File: src/rtl/jzjpcc_mem_load_unit_pkg.sv
// Shared memory-stage definitions: load funct3 encodings, load FSM states and
// the byte-lane mask helper also used by the store formatter.
package jzjpcc_mem_pkg;

    localparam logic [2:0] LB  = 3'b000;
    localparam logic [2:0] LH  = 3'b001;
    localparam logic [2:0] LW  = 3'b010;
    localparam logic [2:0] LBU = 3'b100;
    localparam logic [2:0] LHU = 3'b101;

    typedef enum logic [1:0] {IDLE, REQ, DRAIN} state_t;

    // Lane bit3 is byte offset 0 (big-endian lane numbering on the bus).
    function automatic logic [3:0] byte_mask(input logic [2:0] funct3, input logic [1:0] off);
        case (funct3[1:0])
            2'b00:   byte_mask = 4'b1000 >> off;
            2'b01:   byte_mask = off[1] ? 4'b0011 : 4'b1100;
            default: byte_mask = 4'b1111;
        endcase
    endfunction

    function automatic logic load_f3_illegal(input logic [2:0] funct3);
        return (funct3 == 3'b011) || (funct3[2:1] == 2'b11);
    endfunction

endpackage

File: src/rtl/jzjpcc_mem_load_unit_if.sv
// Word-read bus between the load unit (master) and memory (slave).
interface jzjpcc_mem_load_unit_if;
    logic        memReadReq;
    logic [29:0] memAddress;
    logic [3:0]  memByteMask;
    logic        memReadAck;
    logic [31:0] memReadData;

    modport master (output memReadReq, memAddress, memByteMask,
                    input  memReadAck, memReadData);
    modport slave  (input  memReadReq, memAddress, memByteMask,
                    output memReadAck, memReadData);
endinterface

File: src/rtl/jzjpcc_mem_load_unit_extractor.sv
// Combinational load data extraction: picks the addressed byte/halfword/word
// from a bus word in memory lane order and sign- or zero-extends it.
module jzjpcc_load_extractor
    import jzjpcc_mem_pkg::*;
(
    input  logic [2:0]  i_funct3,
    input  logic [1:0]  i_offset,
    input  logic [31:0] i_data,
    output logic [31:0] o_result
);
    logic [3:0][7:0] w_b;
    logic [7:0]      w_byte;
    logic [15:0]     w_half;

    // w_b[k] is the byte at offset k; offset 0 sits in the top lane.
    for (genvar k = 0; k < 4; k++) begin : g_lane
        assign w_b[k] = i_data[31-8*k -: 8];
    end

    assign w_byte = w_b[i_offset];
    assign w_half = i_offset[1] ? {w_b[3], w_b[2]} : {w_b[1], w_b[0]};

    always_comb begin
        case (i_funct3)
            LB:      o_result = {{24{w_byte[7]}}, w_byte};
            LBU:     o_result = {24'b0, w_byte};
            LH:      o_result = {{16{w_half[15]}}, w_half};
            LHU:     o_result = {16'b0, w_half};
            LW:      o_result = {w_b[3], w_b[2], w_b[1], w_b[0]};
            default: o_result = 32'b0;
        endcase
    end
endmodule

File: src/rtl/jzjpcc_mem_load_unit.sv
// Memory-stage load unit: one outstanding word read, stall while busy, extended
// result pulse to writeback. JZJPCC_MISALIGNED_FAULT_EN enables misalignment faults.
module jzjpcc_mem_load_unit
    import jzjpcc_mem_pkg::*;
#(
    parameter int unsigned MAX_WAIT = 255
) (
    input  logic        clock,
    input  logic        reset,
    input  logic        loadValid_execute,
    input  logic [2:0]  funct3_execute,
    input  logic [31:0] bytewiseAddress_execute,
    input  logic [4:0]  rdIndex_execute,
    input  logic        flush,
    output logic        loadReady,
    output logic        stall,
    jzjpcc_mem_load_unit_if.master mem,
    output logic        loadValid_writeback,
    output logic [31:0] loadData_writeback,
    output logic [4:0]  rdIndex_writeback,
    output logic        loadFault
);
    localparam logic [15:0] WAIT_LIMIT = 16'(MAX_WAIT - 1);

    state_t      r_state, w_state_nxt;
    logic [2:0]  r_funct3;
    logic [1:0]  r_offset;
    logic [4:0]  r_rd;
    logic [15:0] r_wait;
    logic        w_accept, w_reject, w_issue, w_timeout, w_ack, w_complete;
    logic [31:0] w_result;

    assign w_ack    = mem.memReadAck;
    assign w_accept = (r_state == IDLE) && loadValid_execute && !flush;

`ifdef JZJPCC_MISALIGNED_FAULT_EN
    assign w_reject = load_f3_illegal(funct3_execute)
                   || ((funct3_execute[1:0] == 2'b01) && bytewiseAddress_execute[0])
                   || ((funct3_execute[1:0] == 2'b10) && (bytewiseAddress_execute[1:0] != 2'b00));
`else
    assign w_reject = load_f3_illegal(funct3_execute);
`endif

    assign w_issue    = w_accept && !w_reject;
    assign w_timeout  = r_wait >= WAIT_LIMIT;
    assign w_complete = (r_state == REQ) && w_ack && !flush;

    jzjpcc_load_extractor u_extract (
        .i_funct3 (r_funct3),
        .i_offset (r_offset),
        .i_data   (mem.memReadData),
        .o_result (w_result)
    );

    always_ff @(posedge clock or posedge reset) begin
        if (reset) r_state <= IDLE;
        else       r_state <= w_state_nxt;
    end

    // A flush wins over a same-cycle timeout; DRAIN then times out silently.
    always_comb begin
        w_state_nxt = r_state;
        case (r_state)
            IDLE:    if (w_issue) w_state_nxt = REQ;
            REQ:     if (w_ack)          w_state_nxt = IDLE;
                     else if (flush)     w_state_nxt = DRAIN;
                     else if (w_timeout) w_state_nxt = IDLE;
            DRAIN:   if (w_ack || w_timeout) w_state_nxt = IDLE;
            default: w_state_nxt = IDLE;
        endcase
    end

    always_comb begin
        mem.memReadReq = (r_state != IDLE);
        loadReady      = (r_state == IDLE);
        stall          = (r_state != IDLE);
    end

    always_ff @(posedge clock or posedge reset) begin
        if (reset) begin
            r_funct3            <= 3'b0;
            r_offset            <= 2'b0;
            r_rd                <= 5'b0;
            r_wait              <= 16'b0;
            mem.memAddress      <= 30'b0;
            mem.memByteMask     <= 4'b0;
            loadValid_writeback <= 1'b0;
            loadData_writeback  <= 32'b0;
            rdIndex_writeback   <= 5'b0;
            loadFault           <= 1'b0;
        end else begin
            loadValid_writeback <= w_complete;
            loadFault           <= (w_accept && w_reject)
                                || ((r_state == REQ) && !w_ack && !flush && w_timeout);
            if (r_state == IDLE) r_wait <= 16'b0;
            else                 r_wait <= r_wait + 16'd1;
            if (w_issue) begin
                r_funct3        <= funct3_execute;
                r_offset        <= bytewiseAddress_execute[1:0];
                r_rd            <= rdIndex_execute;
                mem.memAddress  <= bytewiseAddress_execute[31:2];
                mem.memByteMask <= byte_mask(funct3_execute, bytewiseAddress_execute[1:0]);
            end
            if (w_complete) begin
                loadData_writeback <= w_result;
                rdIndex_writeback  <= r_rd;
            end
        end
    end
endmodule

File: src/flat_wrapper.sv
// flat-port wrapper written by rule: the top's interface ports become plain ports
module jzjpcc_mem_load_unit_flat import jzjpcc_mem_pkg::*;
#(
    parameter int unsigned MAX_WAIT = 255
)
  (clock, reset, loadValid_execute, funct3_execute, bytewiseAddress_execute, rdIndex_execute, flush, loadReady, stall, loadValid_writeback, loadData_writeback, rdIndex_writeback, loadFault, mem_memReadReq, mem_memAddress, mem_memByteMask, mem_memReadAck, mem_memReadData);
  jzjpcc_mem_load_unit_if mem_i ();
  input  logic clock;
  input  logic reset;
  input  logic loadValid_execute;
  input  logic [2:0] funct3_execute;
  input  logic [31:0] bytewiseAddress_execute;
  input  logic [4:0] rdIndex_execute;
  input  logic flush;
  output logic loadReady;
  output logic stall;
  output logic loadValid_writeback;
  output logic [31:0] loadData_writeback;
  output logic [4:0] rdIndex_writeback;
  output logic loadFault;
  output wire logic [$bits(mem_i.memReadReq)-1:0] mem_memReadReq;
  output wire logic [$bits(mem_i.memAddress)-1:0] mem_memAddress;
  output wire logic [$bits(mem_i.memByteMask)-1:0] mem_memByteMask;
  input wire logic [$bits(mem_i.memReadAck)-1:0] mem_memReadAck;
  input wire logic [$bits(mem_i.memReadData)-1:0] mem_memReadData;
  assign mem_memReadReq = mem_i.memReadReq;
  assign mem_memAddress = mem_i.memAddress;
  assign mem_memByteMask = mem_i.memByteMask;
  assign mem_i.memReadAck = mem_memReadAck;
  assign mem_i.memReadData = mem_memReadData;
  jzjpcc_mem_load_unit #(.MAX_WAIT(MAX_WAIT)) u_core (.clock(clock), .reset(reset), .loadValid_execute(loadValid_execute), .funct3_execute(funct3_execute), .bytewiseAddress_execute(bytewiseAddress_execute), .rdIndex_execute(rdIndex_execute), .flush(flush), .loadReady(loadReady), .stall(stall), .mem(mem_i), .loadValid_writeback(loadValid_writeback), .loadData_writeback(loadData_writeback), .rdIndex_writeback(rdIndex_writeback), .loadFault(loadFault));
endmodule
File: config.mk
export PLATFORM = sky130hd
export DESIGN_NAME = jzjpcc_mem_load_unit_flat
export DESIGN_NICKNAME = d
export VERILOG_FILES = /design/src/rtl/jzjpcc_mem_load_unit_pkg.sv /design/src/rtl/jzjpcc_mem_load_unit_if.sv /design/src/rtl/jzjpcc_mem_load_unit_extractor.sv /design/src/rtl/jzjpcc_mem_load_unit.sv /design/src/flat_wrapper.sv
export SDC_FILE = /design/constraint.sdc
export NUM_CORES = 1
export LEC_CHECK = 0
export BUFFER_PORTS_ARGS = -buffer_cell sky130_fd_sc_hd__buf_4
export CAP_MARGIN = 15
export CORE_MARGIN = 2
export CORE_UTILIZATION = 40
export DETAILED_ROUTE_END_ITERATION = 16
export GPL_TIMING_DRIVEN = 0
export SETUP_SLACK_MARGIN = 0.02
export SYNTH_ARGS = -nofsm -noshare
export SYNTH_HDL_FRONTEND = slang
export SYNTH_HIERARCHICAL = 1
export SYNTH_SLANG_ARGS = --single-unit
File: constraint.sdc
create_clock -name clock -period 3.2 [get_ports clock]
set_clock_uncertainty 0.1 [all_clocks]
set_input_delay 0.16 -clock clock [delete_from_list [all_inputs] [get_ports clock]]
set_output_delay 0.16 -clock clock [all_outputs]
set_load 0.01 [all_outputs]
======== After elaboration in Yosys (flattened, before gate mapping) ========
Index checks and enable logic that the tools add are counted.
operators by class
  bitwise operators ....................... 0
  equal/unequal tests ..................... 12
  $mul .................................... 0
  div/mod/pow operators ................... 0
  shifts and indexed selects .............. 1
  reduce and logical (&&, ||, !) cells .... 20
  add/subtract/negate cells ............... 1
  $lt $le $gt $ge ......................... 2
  muxes and demuxes ....................... 13
operators by type and width
  kind                                                                count
  one-hot mux 32 bit (5 select lines)                                 1
  2-to-1 mux 16 bit                                                   2
  adder 16 x 1 -> 16 bit, second input constant                       1
  binary-select mux 8 bit (select 2 bit)                              1
  greater-or-equal comparator 16 x 8 -> 1 bit, second input constant  1
  2-to-1 mux 2 bit                                                    5
  logical AND 1 bit                                                   9
  2-to-1 mux 8 bit                                                    1
  one-hot mux 4 bit (2 select lines)                                  1
  == test 3 x 2 -> 1 bit, second input constant                       2
  == test 3 bit, second input constant                                2
  one-hot mux 2 bit (3 select lines)                                  1
  == test 2 x 1 -> 1 bit, second input constant                       2
  == test 2 bit, second input constant                                2
  logical NOT 2 bit                                                   2
  2-to-1 mux 4 bit                                                    1
  != test 2 x 1 -> 1 bit, second input constant                       2
  != test 4 x 3 -> 1 bit, second input constant                       1
  >> shifter 4 x 2 -> 4 bit, first input constant                     1
  == test 3 x 1 -> 1 bit, second input constant                       1
  logical NOT 1 bit                                                   3
  logical NOT 3 bit                                                   1
  logical OR 1 bit                                                    3
  < comparator 2 x 3 -> 1 bit, second input constant                  1
  other kinds (2)                                                     2
word-level totals
  bits in registers ....................... 101
  bits in latches ......................... 0
  logic and storage cells ................. 60
  memories ................................ 0
  memory bits (read-only) ................. 0
  output and inout port bits .............. 76
  memory bits (writable) .................. 0

======== Depth between registers and ports, before layout ========
Gate-level depths: netlist (run 1).
  depth after elaboration ................. 6
  depth in mapped cells ................... 6
  mapped depth without buffers ............ 6

======== By module ========
The synthesis (run 1) kept the hierarchy.
by module, submodules not included
  module                 seq. area each (um^2)  instances  area an instance (um^2)  cells each
  jzjpcc_mem_load_unit   2527.4                 1          4115.2                   285
  jzjpcc_load_extractor  0.0                    1          822.0                    111

======== Worst setup path after synthesis (run 1) ========
Ideal clock, no wire load.
  kind .................................... flip-flop to flip-flop
  start ................................... reg u_core.r_state[0]
  end ..................................... reg u_core.mem.memAddress[0]
  clock period less this slack ............ 1.889 ns
  setup time .............................. 0.125 ns
  arrival time ............................ 1.664 ns
  required time ........................... 2.975 ns
  setup slack ............................. 1.311 ns
  stages on the path, launching flop included .. 6
  cell sequence ........................... dfrtp_1 or4b_4 nand2b_4 buf_6 buf_6 mux2_4
on the way
  longest elaborated chain between the ends .. 4
ends and longest elaborated chain
  element                          RTL line                      RTL
  start: declaration               jzjpcc_mem_load_unit.sv:25    state_t r_state, w_state_nxt;
  start signal: assignment         jzjpcc_mem_load_unit.sv:57    else r_state <= w_state_nxt;
  logical NOT 2 bit                jzjpcc_mem_load_unit.sv:34    assign w_accept = (r_state == IDLE) && loadValid_execute && !flush;
  logical AND 1 bit (2 in series)  jzjpcc_mem_load_unit.sv:34
  logical AND 1 bit                jzjpcc_mem_load_unit.sv:44    assign w_issue = w_accept && !w_reject;
  end signal: assignment           jzjpcc_mem_load_unit.sv:101   mem.memAddress <= bytewiseAddress_execute[31:2];
  end: declaration                 jzjpcc_mem_load_unit_if.sv:9  modport master (output memReadReq, memAddress, memByteMask,
No other way between the ends.
A chain may end at the register's enable or synchronous reset.

======== Worst setup path after layout (run 1) ========
  start ................................... reg u_core.r_state[0]
  end ..................................... out loadReady
on the way
  longest elaborated chain between the ends .. 1
ends and longest elaborated chain
  element            RTL line                    RTL
  logical NOT 2 bit  jzjpcc_mem_load_unit.sv:75  loadReady = (r_state == IDLE);
  end: declaration   flat_wrapper.sv:15          output logic loadReady;
No other way between the ends.

==> results.py, run 1 <==
metrics = {
    "run_status": {
        "status": "completed",
    },
    "layout": {
        "final_common_cell": "buf_4",
        "final_cells": 755,
        "syn_to_final_growth_pct": 42.32,
        "regArea_um2": 2527,
        "insertedDiodeCount": 0,
        "drive_above_1_share_pct": 46.05,
        "fill_cells": 1027,
        "multi_input_area_um2": 2206,
        "final_cell_mix": "buf_4, dfrtp_1, mux2_2, dlygate4sd3_1",
        "layout.nets": 682,
    },
    "worst_setup_path": {
        "end_kind": "output pin",
        "cp_max_fo": 10,
        "crit_start": "u_core/r_state[0]$_DFFE_PP0P_",
        "required_ps": 2940,
        "criticalPathCategory": "reg2out",
        "reg2reg_from": "u_core/r_state[1]$_DFFE_PP0P_",
        "worstPathArrival_ps": 1860,
        "startpoint_type": "register",
    },
    "die": {
        "io_pins": 153,
        "num_rows": 40,
        "start_util_pct": 41.10,
        "core-area_um2": 12010,
        "design.die.area_um2": 13250,
        "die-height_um": 115.1,
        "dieWidth_um": 115.1,
    },
    "cts": {
        "tritoncts": "built",
        "cts-root-buf": "clkbuf_16",
        "h-tree-depth": 3,
        "cts_resized": 0,
        "cts_max_path_buffers": 2,
        "cts_buffers": 9,
        "clkLatencyLatePin_ps": 350,
        "path_clk_slew_ps": 70,
        "cts.sink_count": 101,
    },
    "sta": {
        "final_max_slew_viol_count": 0,
        "post-route-period-util_pct": 66.40,
        "timing.hold.ws_ps": 24.18,
        "rsz0062_at_grt": "no",
        "max_slew_margin_pct": 60.00,
        "fmaxAchievable_mhz": 470.6,
        "fin_crit_ps": 2125,
        "worst_slew_pin_slew_ps": 600.0,
        "hold_viol": 0,
        "setup_viol": 0,
    },
    "hold_path": {
        "hold_start": "flush",
        "hp-class": "in2reg",
    },
    "power": {
        "ir_drop_v": 0.0002905,
        "pwr_density_cell_nw_per_um2": 676.5,
        "p_leak_nw": 3.328,
    },
    "drt": {
        "vias_per_cell": 5.189,
        "drc_errors": 0,
        "first_pass_iters": 5,
        "drtIter0Drc": 150,
        "via_count": 3918,
        "drt_wl_total_um": 12650,
        "routedWlPerCell_um": 16.75,
        "antenna_left": 0,
    },
    "global_route": {
        "top_usage_layer": "met2",
        "antenna_found_initial": 0,
        "use_met3_pct": 5.219,
        "gr-total-overflow": 0,
        "grt_max_degree": 62,
        "track_usage_pct": 19.73,
        "grt_pass1_vias": 4025,
        "met1_usage_pct": 26.46,
        "use_met2_pct": 31.18,
        "grt_pass1_wl_um": 20460,
    },
    "synth": {
        "yosys-top-cells-area": "dfrtp_1, mux2_2, mux2_4",
        "synthCells": 396,
        "seq_area_frac_synth_pct": 51.19,
        "synth_async_sr_flop_share_pct": 100.0,
        "synth_nets": 475,
        "synth-edff-count": 0,
        "synth_cell_types": 53,
        "syn_avg_cell_area_um2": 12.47,
        "synth_flop_cell": "dfrtp_1",
        "synth_top_cell_by_area": "dfrtp_1",
        "ys_seq_elements": 101,
        "yosysTopAreaCellShare_pct": 51.19,
        "synth_area_um2": 4937,
        "ys.warnings.count": 6,
    },
    "flow_run": {
        "cap_viol_max_count": 0,
    },
    "place": {
        "port_buffers": 152,
        "dp_cells": 696,
        "routabilityCongestion": 0.8609,
        "hpwlAfterDp_um": 9227,
    },
}
==> worst paths after layout <==
| path | endpoint | slack (ps) | cells past startpoint |
|---|---|---|---|
| max | loadReady | 1080 | 3 |
| min | u_core/r_state[0]$_DFFE_PP0P_ | 20 | 3 |
| max reg2reg | u_core/loadData_writeback[1]$_DFFE_PP0P_ | 1090 | 4 |
| min reg2reg | u_core/mem.memByteMask[0]$_DFFE_PP0P_ | 390 | 2 |
| max in group asynchronous | u_core/r_wait[13]$_DFF_PP0_ | 1980 | 4 |
| min in group asynchronous | u_core/mem.memAddress[28]$_DFFE_PP0P_ | 330 | 3 |
==> sequential cells by signal, indices dropped and copies added (netlist names) <==
name,flops
u_core/mem.memByteMask,4
u_core/loadFault,1
u_core/r_rd,5
u_core/r_funct3,3
u_core/r_state,2
u_core/loadValid_writeback,1
u_core/r_offset,2
u_core/rdIndex_writeback,5
u_core/r_wait,16
u_core/mem.memAddress,30
u_core/loadData_writeback,32
==> final cells by class <==
type | count | share of cell area, %
buffer | 24 | 2.368
clock buffer | 10 | 3.259
clock inverter | 6 | 1.068
inverter | 10 | 0.5698
multi-input combinational | 261 | 31.39
sequential | 101 | 35.97
tap | 147 | 2.618
timing repair buffer | 196 | 22.76
==> metrics by stage <==
step | total power [mW] | setup TNS [ps] | cell area [µm²] | util, % | setup WS [ps]
after CTS | 4.810 | 0 | 7027 | 58.50 | 1034
after global routing | 5.039 | 0 | 7027 | 58.50 | 927.4
after floorplan | 2.802 | 0 | 4937 | - | 292.9
after detailed placement | 3.635 | 0 | 6292 | 52.39 | 1095
final | 4.754 | 0 | 7027 | 58.50 | 1075
after global placement | 3.595 | -94210 | 6262 | 52.14 | -938.6
==> report_power, final <==
| group | internal (mW) | switching [mW] |
|---|---|---|
| clock network | 0.614 | 0.506 |
| registers | 1.64 | 0.211 |
| logic | 1.02 | 0.762 |
==> worst max-delay path: stages, from the launching register on <==
cell,delay [ps]
dfrtp_1,430
nor2_1,470
clkbuf_1,400
buf_4,200
==> kinds of logic after synthesis <==
logic type	share of synthesized area [%]
AND/OR/NAND/NOR	11.33
XOR/XNOR	1.774
flip-flops	51.19
adder cells (fa/ha/maj)	0.5068
AO/OA/AOI/OAI	8.819
multiplexers	22.25
buffers and inverters	4.131
==> Yosys cell counts, drive strengths merged (4+ instances only) <==
master,count
mux2,82
nand3b,4
inv,10
xnor2,8
a221o,5
nor2,23
clkbuf,4
nor3,4
a21oi,7
o211ai,16
nor2b,4
mux2i,4
o21ai,12
o221ai,4
nand2b,6
buf,20
nand3,23
dfrtp,101
nand2,15
nand4,5
a22oi,7
nor4,5
==> layer usage <==
metal | part of all wire (%) | vias up
met4 | 1.5 | 0
met5 | 0 | -
li1 | - | 1863
met3 | 6.6 | 15
met1 | 45 | 1922
met2 | 47 | 118
==> repair_timing <==
item / 4_1_cts / 5_1_grt
setup buffers: 0 / 0
hold buffers: 43 / 0
hold endpoints to repair: 83 / 0
Power figures use the tool's default switching activity.
==> inputs of run 2 (changes only) <==
Settings changed: ABC_AREA set to 1, PLACE_DENSITY set to 0.67.
Clock period 3.2 ns to 1.9 ns, I/O delays scaled along.
==> results.py, run 2 <==
metrics = {
    "synth": {
        "yosys-top-cells-area": "dfrtp_1, nand2_1, nor2_1",
        "yosysTopAreaCellShare_pct": 48.73,
        "synth_top_family_by_area": "simple AND/OR/NAND/NOR gates",
        "synthMuxAreaShare_pct": 0,
        "synth_top_cell_by_area": "dfrtp_1",
        "synth_nets": 795,
        "synthCells": 716,
        "yosysMostFrequentCell": "nand2_1",
        "synth_flop_cell": "dfrtp_1",
        "synth_async_sr_flop_share_pct": 100.0,
        "synth_cell_types": 28,
        "syn_avg_cell_area_um2": 7.243,
        "synthAdderAreaFrac_pct": 0.4825,
        "ys_seq_elements": 101,
        "ys.warnings.count": 6,
        "synth_area_um2": 5186,
        "synth-edff-count": 0,
        "yosys.area_share.xor_xnor_pct": 0.3378,
        "synthTopCellsByCount": "nand2_1, dfrtp_1, nor2_1",
        "synthSimpleGateAreaFrac_pct": 37.15,
        "synth_compound_area_share_pct": 4.391,
        "seq_area_frac_synth_pct": 48.73,
    },
    "die": {
        "core-area_um2": 12620,
        "design.die.area_um2": 13890,
        "die-height_um": 117.9,
        "start_util_pct": 41.10,
        "io_pins": 153,
        "num_rows": 41,
        "dieWidth_um": 117.9,
    },
    "layout": {
        "fill_cells": 1168,
        "insertedDiodeCount": 0,
        "final_cell_mix": "nand2_1, buf_4, dfrtp_1, nor2_1, inv_1",
        "final_common_cell": "nand2_1",
        "multi_input_area_um2": 2197,
        "drive_above_1_share_pct": 23.16,
        "regArea_um2": 2527,
        "largest_reg_flops": 32,
        "syn_to_final_growth_pct": 42.22,
        "layout.nets": 1011,
        "top_register": "u_core/loadData_writeback",
        "top_regs": "u_core/loadData_writeback x32, u_core/mem.memAddress x30, u_core/r_wait x16",
    },
    "cts": {
        "h-tree-depth": 3,
        "cts.sink_count": 101,
        "tritoncts": "built",
        "cts-root-buf": "clkbuf_16",
        "clkLatencyLatePin_ps": 350,
        "cts_max_path_buffers": 2,
        "path_clk_slew_ps": 70,
        "cts_setup_buffers": 0,
        "cts_buffers": 9,
    },
    "place": {
        "port_buffers": 152,
        "dp_slack_ps": 372.2,
        "routabilityCongestion": 0.8693,
        "hpwlAfterDp_um": 10200,
    },
    "sta": {
        "hold_viol": 0,
        "post-route-period-util_pct": 95.11,
        "setup_viol": 0,
        "fmaxAchievable_mhz": 553.4,
        "timing.hold.ws_ps": 32.47,
        "rsz0062_at_grt": "no",
        "fin_crit_ps": 1807,
        "final_max_slew_viol_count": 0,
        "worst_slew_pin_slew_ps": 527.2,
        "worst_slack_ps": 92.86,
        "max_slew_margin_pct": 64.78,
        "setup_tns_ps": 0,
    },
    "drt": {
        "routedWlPerCell_um": 12.77,
        "drtIter0Drc": 246,
        "via_count": 5076,
        "vias_per_cell": 4.577,
        "antenna_left": 0,
        "drc_errors": 0,
        "drt_wl_total_um": 14170,
        "first_pass_iters": 5,
    },
    "global_route": {
        "grt_max_degree": 42,
        "antenna_found_initial": 0,
        "gr-total-overflow": 0,
        "track_usage_pct": 21.17,
        "grt_pass1_wl_um": 23790,
        "grt_pass1_vias": 5052,
    },
    "worst_setup_path": {
        "required_ps": 2090,
        "worstPathArrival_ps": 1990,
        "cp_max_fo": 9,
        "cpLargestDelayFamily": "buffers and inverters",
        "slowest_delay_ps": 550,
        "criticalPathCategory": "in2reg",
        "startpoint_type": "input pin",
        "path_buf_inv": 4,
        "cp_slowest_cell": "dlygate4sd3_1",
        "cpMostUsedCell": "dlygate4sd3_1",
        "crit_chain": "dlygate4sd3_1 -> buf_4 -> inv_1 -> a21oi_4 -> nor2_8 -> nor2_1 -> a21oi_1 -> dlygate4sd3_1",
        "end_kind": "register",
    },
    "power": {
        "p_leak_nw": 4.110,
        "ir_drop_v": 0.0004894,
        "pwr_density_cell_nw_per_um2": 1006,
        "finalPower_mw": 7.422,
    },
    "hold_path": {
        "hp-class": "in2reg",
    },
    "run_status": {
        "status": "completed",
    },
    "flow_run": {
        "cap_viol_max_count": 0,
    },
}
-- run 2: cell types whose count changed in the layout (fill, tap and decap cells not counted), sizes merged, moves of 8 or more --
cell         previous run  this run
dlygate4sd3            43        51
o211ai                 16         1
nand2                  15       349
nor2                   23        79
xnor2                   8         0
o21ai                  12        28
mux2                   82         0
nand3                  23        41
inv                    10        68
-- run 2: routing by layer --
| metal | up-vias | track usage (%) | share of wire, % |
|---|---|---|---|
| met4 | 0 | 8.358 | 2.6 |
| met1 | 2239 | 27.21 | 44 |
| met2 | 203 | 33.98 | 45 |
| met5 | - | 0 | 0 |
| met3 | 27 | 5.766 | 8.6 |
| li1 | 2607 | - | - |
-- run 2: cell type report --
class / instances / share of cell area [%]
plain buffers: 27 / 2.782
clock buffers: 11 / 3.291
clock inverters: 5 / 0.4750
inverters: 68 / 3.545
multi-input cells: 520 / 29.79
flip-flops and latches: 101 / 34.27
well taps: 172 / 2.918
repair buffers: 205 / 22.93
-- run 2: kinds of logic (layout without fill, tap and decap cells) --
family | after synthesis | in the layout
buffers and inverters | 95 | 316
xor gates and xnor gates | 2 | 2
DFF | 101 | 101
adders and majority gates | 2 | 2
AOI/OAI and AO/OA | 38 | 38
and+or+nand+nor | 478 | 478
-- run 2: timing repair --
item                                    in CTS  in global routing
hold buffers                                51                  0
endpoints found under the setup margin       0                  2
gates resized for setup                      0                  2
endpoints found under the hold margin       71                  0
-- run 2: power by group --
part	leakage, nW	switching [mW]	internal [mW]	total (mW)
clock network	0.136	0.804	0.927	1.73
logic	2.67	1.39	1.28	2.67
registers	1.30	0.335	2.69	3.02
total	4.11	2.53	4.90	7.42
-- run 2: worst paths after layout --
kind	startpoint	to	slack (ps)	cells past startpoint
setup / recovery	funct3_execute[1]	u_core/mem.memByteMask[3]$_DFFE_PP0P_	90	8
hold / removal	loadValid_execute	u_core/loadFault$_DFF_PP0_	30	5
setup reg to reg	u_core/r_state[0]$_DFFE_PP0P_	u_core/mem.memByteMask[3]$_DFFE_PP0P_	120	6
hold reg to reg	u_core/mem.memAddress[16]$_DFFE_PP0P_	u_core/mem.memAddress[16]$_DFFE_PP0P_	370	2
max in group asynchronous	reset	u_core/loadData_writeback[29]$_DFFE_PP0P_	870	4
min in group asynchronous	reset	u_core/r_wait[9]$_DFF_PP0_	250	3
-- run 2: stage by stage --
step           std cells  utilization, %  cell area (µm²)
4_1_cts             1109           58.44             7375
6_report            1109           58.45             7376
3_5_place_dp        1042           52.19             6586
5_1_grt             1109           58.45             7376
3_3_place_gp        1040           51.87             6546
2_1_floorplan        716               -             5190
-- run 2: worst min-delay path: stages --
cell and delay (ps):
buf_4 110, inv_1 60, nor2_2 50, nand3_1 70, nand2_1 60
